--- src/rtl/heichips25_fifo_echo.sv ---
// Byte echo FIFO for a tiny-project pin set: host pushes bytes, optionally inverted,
// and pops them back in order; an XOR checksum is shown whenever the FIFO is empty.
module heichips25_fifo_echo #(
  parameter int unsigned DEPTH = 4
) (
  input  logic       clk,
  input  logic       rst_n,
  input  logic       ena,
  input  logic [7:0] ui_in,
  input  logic [7:0] uio_in,
  output logic [7:0] uo_out,
  output logic [7:0] uio_out,
  output logic [7:0] uio_oe
);

  localparam int unsigned AddrW  = (DEPTH > 1) ? $clog2(DEPTH) : 1;
  localparam int unsigned CountW = $clog2(DEPTH) + 1;
  localparam logic [CountW-1:0] CountFull = CountW'(DEPTH);

  // Storage and control state
  logic [7:0]        mem_q [DEPTH];
  logic [AddrW-1:0]  wr_ptr_q, wr_ptr_d;
  logic [AddrW-1:0]  rd_ptr_q, rd_ptr_d;
  logic [CountW-1:0] count_q, count_d;
  logic [7:0]        csum_q, csum_d;
  logic              error_q, error_d;

  // Decoded host controls
  logic       push_req, pop_req, clr_req, inv_mode;
  logic       not_empty, full;
  logic       pop_acc, push_acc;
  logic [7:0] wdata;
  logic       unused_uio_hi;

  assign push_req      = uio_in[0];
  assign pop_req       = uio_in[1];
  assign clr_req       = uio_in[2];
  assign inv_mode      = uio_in[3];
  assign unused_uio_hi = ^uio_in[7:4];

  assign not_empty = (count_q != '0);
  assign full      = (count_q == CountFull);
  assign wdata     = inv_mode ? ~ui_in : ui_in;

  // A pop frees the slot a same-cycle push needs, so full + push + pop is legal.
  assign pop_acc  = ena && !clr_req && pop_req && not_empty;
  assign push_acc = ena && !clr_req && push_req && (!full || pop_acc);

  always_comb begin
    wr_ptr_d = wr_ptr_q;
    rd_ptr_d = rd_ptr_q;
    count_d  = count_q;
    csum_d   = csum_q;
    error_d  = error_q;

    if (ena) begin
      if (clr_req) begin
        wr_ptr_d = '0;
        rd_ptr_d = '0;
        count_d  = '0;
        csum_d   = '0;
        error_d  = 1'b0;
      end else begin
        if (push_acc) begin
          wr_ptr_d = wr_ptr_q + AddrW'(1);
          csum_d   = csum_q ^ wdata;
        end
        if (pop_acc) begin
          rd_ptr_d = rd_ptr_q + AddrW'(1);
        end
        unique case ({push_acc, pop_acc})
          2'b10:   count_d = count_q + CountW'(1);
          2'b01:   count_d = count_q - CountW'(1);
          default: count_d = count_q;
        endcase
        if (push_req && !push_acc) begin
          error_d = 1'b1;
        end
        if (pop_req && !not_empty) begin
          error_d = 1'b1;
        end
      end
    end
  end

  always_ff @(posedge clk) begin
    if (!rst_n) begin
      wr_ptr_q <= '0;
      rd_ptr_q <= '0;
      count_q  <= '0;
      csum_q   <= '0;
      error_q  <= 1'b0;
    end else begin
      wr_ptr_q <= wr_ptr_d;
      rd_ptr_q <= rd_ptr_d;
      count_q  <= count_d;
      csum_q   <= csum_d;
      error_q  <= error_d;
    end
  end

  // Memory contents need no reset; stale entries are never visible while count is 0.
  always_ff @(posedge clk) begin
    if (rst_n && push_acc) begin
      mem_q[wr_ptr_q] <= wdata;
    end
  end

  always_comb begin
    uo_out  = not_empty ? mem_q[rd_ptr_q] : csum_q;
    uio_out = {^uo_out, error_q, full, not_empty, 4'h0};
    uio_oe  = 8'hF0;
  end

endmodule

--- config.mk ---
export PLATFORM = sky130hd
export DESIGN_NAME = heichips25_fifo_echo
export DESIGN_NICKNAME = d
export VERILOG_FILES = /design/src/rtl/heichips25_fifo_echo.sv
export SDC_FILE = /design/constraint.sdc
export NUM_CORES = 1
export LEC_CHECK = 0
export ABC_AREA = 1
export ABC_CLOCK_PERIOD_IN_PS = 2500
export BUFFER_PORTS_ARGS = -buffer_cell sky130_fd_sc_hd__buf_4
export CAP_MARGIN = 20
export CORE_AREA = 2 2 83 125
export CTS_BUF_LIST = sky130_fd_sc_hd__clkbuf_8
export CTS_CLUSTER_SIZE = 20
export DETAILED_ROUTE_END_ITERATION = 10
export DIE_AREA = 0 0 85 127
export PLACE_DENSITY = 0.47
export REMOVE_ABC_BUFFERS = 1
export SYNTH_ARGS = -nofsm -noshare
export SYNTH_HDL_FRONTEND = slang
export SYNTH_SLANG_ARGS = --single-unit
--- constraint.sdc ---
create_clock -name clk -period 2.5 [get_ports clk]
set_clock_uncertainty 0.1 [all_clocks]
set_input_delay 0 -clock clk [delete_from_list [all_inputs] [get_ports clk]]
set_output_delay 0 -clock clk [all_outputs]
set_load 0.005 [all_outputs]
* Word-level counts from Yosys, hierarchy flattened *
Memory sizes are Yosys's and may differ from the RTL's. A register that Yosys moved wholly into a read port is not among the register bits.
Index checks and enable logic that the tools add are counted.

storage, ports and cells
  flip-flop bits (word level) = 16
  memory bits (writable) = 32
  input port bits = 19
  output and inout bits = 24
  logic and storage cells = 55
  memories = 1

cells by class
  add/sub/neg operators = 4
  eq/ne operators = 3
  muxes and demuxes = 17
  bitwise gates (word level) = 2
  reduce and logical (&&, ||, !) cells = 23

memories
  name   depth  bits a word  read ports  clocked after Yosys merged registers in  write ports  RTL line  RTL
  mem_q  4      8            1           1                                        1            21        logic [7:0] mem_q [DEPTH];

operators by type and width
  kind                                                                   count
  8-bit two-way mux                                                      4
  2-bit two-way mux                                                      6
  3-bit nonzero test                                                     3
  1-bit logical AND                                                      8
  8-bit inverter                                                         1
  2-bit AND reduction                                                    4
  8-bit parity                                                           1
  8-bit bitwise XOR                                                      1
  3-bit one-hot mux with 2 select lines                                  1
  1-bit two-way mux                                                      5
  2-bit by 1-bit adder with 2-bit output, second input constant          2
  1-bit zero test                                                        4
  2-bit nonzero test                                                     2
  3-bit by 1-bit adder with 3-bit output, second input constant          1
  3-bit equality test, second input constant                             1
  3-bit two-way mux                                                      1
  3-bit by 1-bit subtractor with 3-bit output, second input constant     1
  2-bit by 1-bit equality test with 1-bit output, second input constant  1
  2-bit equality test, second input constant                             1
  1-bit logical OR                                                       1

* Depth between registers and ports, before layout *
Gate-level depths: netlist of the first run.

  word-level depth = 11
  gate-level depth with buffers = 15
  gate-level depth less buffers = 13

* Least setup slack after synthesis of the first run *
OpenSTA, ideal clock, no wires.

  path type = reg2reg
  start = register count_q[0]
  end = register count_q[2]
  setup time = 70 ps
  arrival time = 1,640 ps
  data required time = 2,330 ps
  slack = 690 ps
  cell stages (with the launch flop) = 10
  path buffers = 0
  period minus slack after synthesis = 1,810 ps
  path through = dfxtp_1 nor2_2 nand2_4 nand3_2 nor2_4 fa_1 xor2_1 xor2_1 nand3_1 a21oi_1

between the ends
  longest elaborated chain between the ends = 7
  elaborated cells between the ends (all ways) = 14

RTL lines
  element                                                                                RTL line  RTL
  start: declaration                                                                     24        logic [CountW-1:0] count_q, count_d;
  start signal: assignment                                                               96        count_q <= count_d;
  3-bit equality test or 3-bit nonzero test (tied branches)                              42, 41
  1-bit zero test or 1-bit logical AND (tied branches)                                   47, 46
  1-bit logical OR                                                                       47        assign push_acc = ena && !clr_req && push_req && (!full || pop_acc);
  1-bit logical AND                                                                      47
  2-bit by 1-bit equality test with 1-bit output or 2-bit equality test (tied branches)  71        unique case ({push_acc, pop_acc})
  3-bit one-hot mux with 2 select lines or 3-bit nonzero test (tied branches)            n/a
  3-bit two-way mux or 2-bit AND reduction (tied branches)                               n/a

Parallel ways exist; a longest one is shown, timed or not.
A chain may end at the register's enable or synchronous reset.

* Worst setup path in the final report of the first run *
  start = register count_q[0]
  end = register count_q[0]

Same word-level chain as after synthesis.

==> results_tabular.tex, run 1 <==
\begin{tabular}{lr}
\hline
Metric & Value \\
\hline
\multicolumn{2}{l}{\textbf{Run status}} \\
Run status & finished, final reports clean \\
\multicolumn{2}{l}{\textbf{Worst setup path}} \\
Type of the setup path with the least slack & register to register \\
Critical path's slowest cell & dlygate4sd3\_1 \\
Kind of end point of the critical path & register \\
Buffers \& Inverters on Critical Path & 1 \\
Arr. time, crit path & 2.32 ns \\
Category of cells accounting for the largest share of critical-path delay & simple AND/OR/NAND/NOR gates \\
Kind of start point of the critical path & register \\
CP Data Required Time & 2.59 ns \\
Crit path from & count\_q[0]\$\_SDFFE\_PN0P\_ \\
Worst Reg2Reg Path Length in Cells & 9 \\
Startpoint of the worst register-to-register path & count\_q[0]\$\_SDFFE\_PN0P\_ \\
Worst path depth & 9 \\
Maximum fanout count along the critical path & 18 \\
Critical Path, Cell by Cell & nor2\_2, nand2\_4, nand3\_2, nor2\_4, nand3b\_4, nand3\_1, nand2\_1, dlygate4sd3\_1, nor2\_1 \\
Max stage delay on crit path & 0.55 ns \\
\multicolumn{2}{l}{\textbf{Timing}} \\
Final period util & 89.2\% \\
Hold violation count in the final report & 0 \\
Final critical path time including I/O delays and setup & 2.23 ns \\
Setup repair after global routing missed its margin & false \\
Setup-failing EPs final & 0 \\
Fmax achieved & 0.449 GHz \\
Max-slew violation count & 0 \\
Final-layout setup total negative slack & 0 ns \\
\multicolumn{2}{l}{\textbf{Detailed routing}} \\
Post-route antenna net violation count & 0 \\
Post-DR wirelength/cell & 11.7 um \\
Residual DRC & 0 \\
Violation count after the first detailed-route iteration & 35 \\
Via density & 4.19 \\
DRT Wirelength & 5.83 mm \\
Count of TritonRoute iterations in the first routing pass & 4 \\
Via count of the routed design & 2096 \\
\multicolumn{2}{l}{\textbf{Hold path}} \\
Worst hold stages & 5 \\
Min-delay worst type & input port to register \\
Startpoint of the lowest-slack hold path & uio\_in[0] \\
\multicolumn{2}{l}{\textbf{Floorplan}} \\
Number of rows in the core area & 44 \\
Boundary Pins & 43 \\
Initial Util & 29.6\% \\
Die Width & 85 um \\
Die extent in y & 127 um \\
Core outline area & 9630 um2 \\
Total Die Area & 10800 um2 \\
\multicolumn{2}{l}{\textbf{Cells and area}} \\
Most common cell after layout, fill and taps aside & nand2\_1 \\
Fraction of final layout cells with drive strength greater than 1 & 21.0\% \\
Area grow syn2layout & 15.9\% \\
Layout filler cell count & 990 \\
Number of antenna repair diodes & 0 \\
Number of cells in the finished layout apart from fillers & 500 \\
Leading cell types in the layout, fill and taps excluded & 104 x nand2\_1, 50 x inv\_1, 33 x buf\_4 \\
\# nets final & 408 \\
\multicolumn{2}{l}{\textbf{Clock network}} \\
TritonCTS buffer count & 5 \\
CTS Root Buffer Type & clkbuf\_8 \\
CTS Buffer Depth & 2 \\
Clock-pin slew of the registers on the worst-case setup and hold paths & 0.08 ns \\
Clock tree from TritonCTS & done \\
Depth of the CTS H-tree & 2 \\
Number of buffers added for setup after CTS & 0 \\
Number of clock sinks & 50 \\
Later-pin clock latency in the skew report & 0.29 ns \\
\multicolumn{2}{l}{\textbf{GRT}} \\
Pin count of the biggest net entering global routing & 19 \\
Global-route congestion overflow total & 0 \\
First-pass GRT wire length & 9.71 mm \\
GRT Total Usage & 11.7\% \\
Number of antenna violations at the first check in global routing & 0 \\
Via count of the first global-routing pass & 2012 \\
\multicolumn{2}{l}{\textbf{Logic synthesis}} \\
Summed instance area of the synthesized netlist & 2850 um2 \\
Mapped Cells & 344 \\
Number of flip-flops and latches in the synthesized netlist & 50 \\
Sequential-to-total area share from yosys stat & 46.4\% \\
Number of library cell types mapped by synthesis & 34 \\
Total of warnings raised by yosys & 0 \\
Avg Synthesized Cell Area & 8.28 um2 \\
\multicolumn{2}{l}{\textbf{Pwr}} \\
Final Total Pwr & 1.66 mW \\
Total power density per cell area & 501 nW/um2 \\
Worst ir drop on vdd & 0.216 mV \\
Lkg Pwr & 1.55 nW \\
\multicolumn{2}{l}{\textbf{Flow run}} \\
Max-Cap Viols & 0 \\
\multicolumn{2}{l}{\textbf{Placement}} \\
Routability Congestion & 0.732 \\
Number of buffer cells added on primary ports & 26 \\
Placed Cells incl. Taps & 480 \\
Sum of net half-perimeters after detailed placement & 4.29 mm \\
\hline
\end{tabular}
## registers in the layout (all words and copies together) (netlist names), named ones only
name and cells:
rd_ptr_q 2, count_q 3, mem_q 32, csum_q 8, error_q 1, wr_ptr_q 2
## power breakdown
| group | leakage (nW) | total [mW] | switching, mW | internal (mW) |
|---|---|---|---|---|
| Sequential | 0.435 | 0.910 | 0.00947 | 0.900 |
| Clock | 0.0524 | 0.466 | 0.246 | 0.219 |
| Combinational | 1.06 | 0.281 | 0.165 | 0.116 |
| Total | 1.55 | 1.66 | 0.421 | 1.24 |
## routing by layer
| layer | wire, um | track usage [%] | up-vias |
|---|---|---|---|
| met1 | 2500 | 13.9 | 917 |
| met2 | 3000 | 20.8 | 46 |
| met3 | 214 | 2.00 | 9 |
| li1 | - | - | 1124 |
| met4 | 108 | 4.30 | 0 |
| met5 | 0 | 0 | - |
## path summary, 6_finish.rpt
kind,to,slack (ns)
setup / recovery,count_q[0]$_SDFFE_PN0P_,0.27
hold / removal,count_q[2]$_SDFFE_PN0P_,0.06
setup reg to reg,count_q[0]$_SDFFE_PN0P_,0.27
hold reg to reg,csum_q[2]$_SDFFE_PN0P_,0.39
## cell type report
class / count / area (um2) / area share [%]
clock buffers: 6 / 82.6 / 2.50
clock inverters: 2 / 8.76 / 0.265
inverters: 58 / 225 / 6.82
multi-input cells: 224 / 1150 / 34.9
flip-flops and latches: 50 / 1320 / 40.0
well taps: 115 / 144 / 4.36
repair buffers: 45 / 368 / 11.1
## cells by family after synthesis
family	Yosys count	synth area share [%]
compound gates	29	5.75
other cells	2	0.264
xor+xnor	10	3.07
simple gates	168	27.6
fa+ha+maj	5	2.46
buf+inv	80	14.4
flops	50	46.4
## metrics by stage
stage / hold slack, ns / setup WS [ns] / util (%) / instance area, um2
after floorplan: 0.0207 / 0.637 / - / 2700
final: 0.0641 / 0.271 / 34.3 / 3300
after global routing: 0.0758 / 0.117 / 34.3 / 3300
after CTS: 0.0496 / 0.264 / 34.3 / 3300
after detailed placement: 0.190 / 0.412 / 32.1 / 3090
after global placement: 0.181 / 0.482 / 32.1 / 3090
## cell usage after synthesis, drive strengths merged
master  number  area [um2]
clkinv       1        3.75
inv         57         221
nor3         3        20.0
xor2         9        78.8
nand3       27         165
dfxtp       18         360
o22ai        1        6.26
fa           1        20.0
and3         1        6.26
o31ai        1        7.51
o21ai       12        75.1
or2          1        6.26
xnor2        1        8.76
nand2      123         514
buf         22         186
nand3b       1        20.0
ha           4        50.1
a21oi       15        75.1
conb         2        7.51
edfxtp      32         961
nor2        12        55.1
## tightest hold or removal path: stages
cell and delay [ns]:
buf_4 0.10, nor2_4 0.05, xor2_1 0.14, nand3_1 0.07
a21oi_1 0.06
## repair_timing
item / CTS / global route
gates resized for setup: 0 / 0
hold buffers: 12 / 0
endpoints found under the hold margin: 45 / 0
Power figures use the tool's default switching activity.
==> run 2: changes to the inputs <==
--- a/config.mk
+++ b/config.mk
@@ -5,17 +5,17 @@
 export SDC_FILE = /design/constraint.sdc
 export NUM_CORES = 1
 export LEC_CHECK = 0
-export ABC_AREA = 1
 export ABC_CLOCK_PERIOD_IN_PS = 2500
 export BUFFER_PORTS_ARGS = -buffer_cell sky130_fd_sc_hd__buf_4
 export CAP_MARGIN = 20
-export CORE_AREA = 2 2 83 125
+export CORE_AREA = 2 2 78 117
 export CTS_BUF_LIST = sky130_fd_sc_hd__clkbuf_8
 export CTS_CLUSTER_SIZE = 20
 export DETAILED_ROUTE_END_ITERATION = 10
-export DIE_AREA = 0 0 85 127
+export DIE_AREA = 0 0 80 119
 export PLACE_DENSITY = 0.47
 export REMOVE_ABC_BUFFERS = 1
+export SETUP_SLACK_MARGIN = 0.3
 export SYNTH_ARGS = -nofsm -noshare
 export SYNTH_HDL_FRONTEND = slang
 export SYNTH_SLANG_ARGS = --single-unit
==> run 2 against run 1 <==
- the run now ends with hold timing left
- non-clock buffer count down 6
- synthesized cell count is 39% lower
- total power is 4.4% higher
- wire length decreased by 9.6%
- critical path depth down 2
- sequential cell count unchanged
- global-route usage up 0.20 points
- setup slack worse by 0.096 ns
==> results_tabular.tex, run 2 <==
\begin{tabular}{lr}
\hline
Metric & Value \\
\hline
\multicolumn{2}{l}{\textbf{Logic synthesis}} \\
Summed instance area of the synthesized netlist & 2510 um2 \\
Total of warnings raised by yosys & 0 \\
Combinational family with the most area after synthesis & simple AND/OR/NAND/NOR gates \\
Most area-hungry cell type in the Yosys netlist & edfxtp\_1 \\
Top flip-flop cell by instance count after synthesis & edfxtp\_1 \\
Post-synthesis share of cell area spent on full adders, half adders and majority gates & 2.80\% \\
Mapped Cells & 210 \\
Fraction of synthesized cell area taken by the top area cell type & 38.3\% \\
Number of library cell types mapped by synthesis & 42 \\
Sequential-to-total area share from yosys stat & 52.7\% \\
Multiplexer share of the synthesized area & 8.19\% \\
Number of flip-flops and latches in the synthesized netlist & 50 \\
Post-synthesis share of cell area spent on and, or, nand and nor gates & 13.9\% \\
Post-synth EDFFs & 32 \\
Xor and xnor fraction of the mapped netlist area & 9.99\% \\
Avg Synthesized Cell Area & 11.9 um2 \\
Compound-Gate Fraction of Synth Area & 5.09\% \\
Fraction of synthesis flops using an asynchronous set or reset pin & 0\% \\
Dominant cell by count in the synthesized netlist & edfxtp\_1 \\
Leading cell types by total area after synthesis & edfxtp\_1 38\%, dfxtp\_1 14\%, xor2\_1 7.3\%, nand2\_1 4.6\%, buf\_4 4.5\% \\
Synth top cells by count & 32 x edfxtp\_1, 31 x nand2\_1, 21 x xor2\_1 \\
\multicolumn{2}{l}{\textbf{Worst setup path}} \\
Kind of end point of the critical path & output port \\
Worst Reg2Reg Path Length in Cells & 6 \\
Worst path depth & 7 \\
Arr. time, crit path & 2.23 ns \\
Critical path's slowest cell & mux4\_2 \\
CP Data Required Time & 2.40 ns \\
Max stage delay on crit path & 0.54 ns \\
Buffers \& Inverters on Critical Path & 2 \\
Critical Path, Cell by Cell & buf\_12, mux4\_2, xor2\_2, o21ai\_2, xnor2\_2, xnor3\_1, buf\_4 \\
Kind of start point of the critical path & register \\
Type of the setup path with the least slack & register to output port \\
Category of cells accounting for the largest share of critical-path delay & XOR/XNOR gates \\
Maximum fanout count along the critical path & 8 \\
\multicolumn{2}{l}{\textbf{Floorplan}} \\
Die extent in y & 119 um \\
Initial Util & 29.1\% \\
Boundary Pins & 43 \\
Die Width & 80 um \\
Number of rows in the core area & 42 \\
Total Die Area & 9520 um2 \\
Core outline area & 8620 um2 \\
\multicolumn{2}{l}{\textbf{Detailed routing}} \\
Count of TritonRoute iterations in the first routing pass & 4 \\
Via density & 4.44 \\
Post-route antenna net violation count & 0 \\
Via count of the routed design & 1568 \\
DRT Wirelength & 5.27 mm \\
Violation count after the first detailed-route iteration & 111 \\
Post-DR wirelength/cell & 14.9 um \\
Residual DRC & 0 \\
\multicolumn{2}{l}{\textbf{GRT}} \\
First-pass GRT wire length & 8.20 mm \\
Pin count of the biggest net entering global routing & 17 \\
Number of antenna violations at the first check in global routing & 0 \\
Global-route congestion overflow total & 0 \\
GRT Total Usage & 11.9\% \\
Via count of the first global-routing pass & 1541 \\
\multicolumn{2}{l}{\textbf{Clock network}} \\
Number of clock sinks & 50 \\
CTS Buffer Depth & 2 \\
Depth of the CTS H-tree & 2 \\
CTS Root Buffer Type & clkbuf\_8 \\
Later-pin clock latency in the skew report & 0.31 ns \\
Clock tree from TritonCTS & done \\
TritonCTS buffer count & 5 \\
Number of buffers added for setup after CTS & 0 \\
Clock-pin slew of the registers on the worst-case setup and hold paths & 0.10 ns \\
\multicolumn{2}{l}{\textbf{Timing}} \\
Max-slew violation count & 0 \\
Hold violation count in the final report & 4 \\
Final critical path time including I/O delays and setup & 2.33 ns \\
Relative slew slack & 65.3\% \\
Smallest setup slack after layout & 0.175 ns \\
Setup repair after global routing missed its margin & true \\
Final-layout setup total negative slack & 0 ns \\
Setup-failing EPs final & 0 \\
Fin Hold WS & -0.00186 ns \\
Final period util & 93.0\% \\
Fmax achieved & 0.430 GHz \\
Worst Max-Slew Pin Slew & 0.519 ns \\
\multicolumn{2}{l}{\textbf{Cells and area}} \\
Largest register FFs & 32 \\
Post-layout util & 34.5\% \\
Layout filler cell count & 909 \\
Footprint of the multi-input gates & 1060 um2 \\
Number of cells in the finished layout apart from fillers & 353 \\
Design Area, Final & 2970 um2 \\
Top reg by flops & mem\_q \\
Area of all sequential standard cells & 1320 um2 \\
Fraction of final layout cells with drive strength greater than 1 & 22.6\% \\
Most common cell after layout, fill and taps aside & edfxtp\_1 \\
Largest regs & mem\_q: 32 flops, csum\_q: 8 flops, count\_q: 3 flops \\
Number of antenna repair diodes & 0 \\
Leading cell types in the layout, fill and taps excluded & 32 x edfxtp\_1, 31 x nand2\_1, 28 x buf\_4 \\
\# nets final & 266 \\
Area grow syn2layout & 18.6\% \\
\multicolumn{2}{l}{\textbf{Placement}} \\
Number of buffer cells added on primary ports & 26 \\
Routability Congestion & 0.732 \\
Sum of net half-perimeters after detailed placement & 3.77 mm \\
Post-DP Area & 2750 um2 \\
Placed Cells incl. Taps & 335 \\
Pre-CTS WS & 0.301 ns \\
\multicolumn{2}{l}{\textbf{Run status}} \\
Violations in the final reports & hold timing \\
Run status & complete, but fails checks \\
\multicolumn{2}{l}{\textbf{Flow run}} \\
Max-Cap Viols & 0 \\
\multicolumn{2}{l}{\textbf{Pwr}} \\
Total power density per cell area & 582 nW/um2 \\
Lkg Pwr & 1.17 nW \\
Worst ir drop on vdd & 0.315 mV \\
Final Total Pwr & 1.73 mW \\
\multicolumn{2}{l}{\textbf{Hold path}} \\
Min-delay worst type & input port to register \\
Worst hold stages & 2 \\
\hline
\end{tabular}
run 2: cell types whose count changed after synthesis, moves of 5 or more:
cell | previous run | this run
a21oi_1 | 15 | 3
inv_1 | 49 | 4
inv_2 | 6 | 0
nand2_1 | 104 | 31
nand2_2 | 18 | 0
nand3_1 | 21 | 0
nand3_2 | 6 | 0
nand3b_1 | 0 | 7
o21ai_0 | 8 | 3
xor2_1 | 9 | 21
run 2: layout make-up:
type,count,area share [%]
Clock inverter,3,1.43
Sequential cell,50,44.5
Tap cell,110,4.63
Clock buffer,5,2.31
Timing Repair Buffer,39,11.1
Inverter,4,0.505
Multi-Input combinational cell,142,35.5
run 2: where the power goes:
| group | switching [mW] | internal [mW] |
|---|---|---|
| logic | 0.118 | 0.122 |
| clock network | 0.280 | 0.297 |
| registers | 0.0123 | 0.901 |
run 2: path summary, 6_finish.rpt:
kind                                 from                 endpoint  slack (ns)
setup / recovery                 register               uio_out[7]        0.17
hold / removal                   ui_in[3]    mem_q[1][3]$_DFFE_PP_      -0.002
setup reg to reg  count_q[0]$_SDFFE_PN0P_  count_q[2]$_SDFFE_PN0P_        0.42
hold reg to reg      error_q$_SDFFE_PN0P_     error_q$_SDFFE_PN0P_        0.38
run 2: repair_timing:
| item | CTS | global route |
|---|---|---|
| setup endpoints to repair | 1 | 33 |
| hold buffers | 9 | 1 |
| gates cloned | 0 | 0 |
| endpoints found under the hold margin | 28 | 3 |
| pin swaps | 4 | 4 |
| resized for setup | 5 | 6 |
run 2: cell families (layout without fill, tap and decap cells):
group / Yosys count / count (layout)
and+or+nand+nor: 71 / 71
DFF: 50 / 50
buffers and inverters: 28 / 51
xor gates and xnor gates: 27 / 27
AOI/OAI and AO/OA: 18 / 18
muxes: 9 / 9
adders and majority gates: 5 / 5
other: 2 / 12
run 2: layer usage:
metal	global-route usage [%]	wire length, um	vias up
li1	-	-	764
met1	13.2	2100	762
met2	21.5	2880	35
met3	2.35	174	7
met4	5.08	114	0
met5	0	0	-
run 2: worst register-to-register path, cell delays in order, from the launching register on:
cell	delay, ns
dfxtp_1	0.41
o31ai_1	0.35
nor3_1	0.14
fa_1	0.39
xor2_1	0.18
a32o_1	0.27
o21a_1	0.16
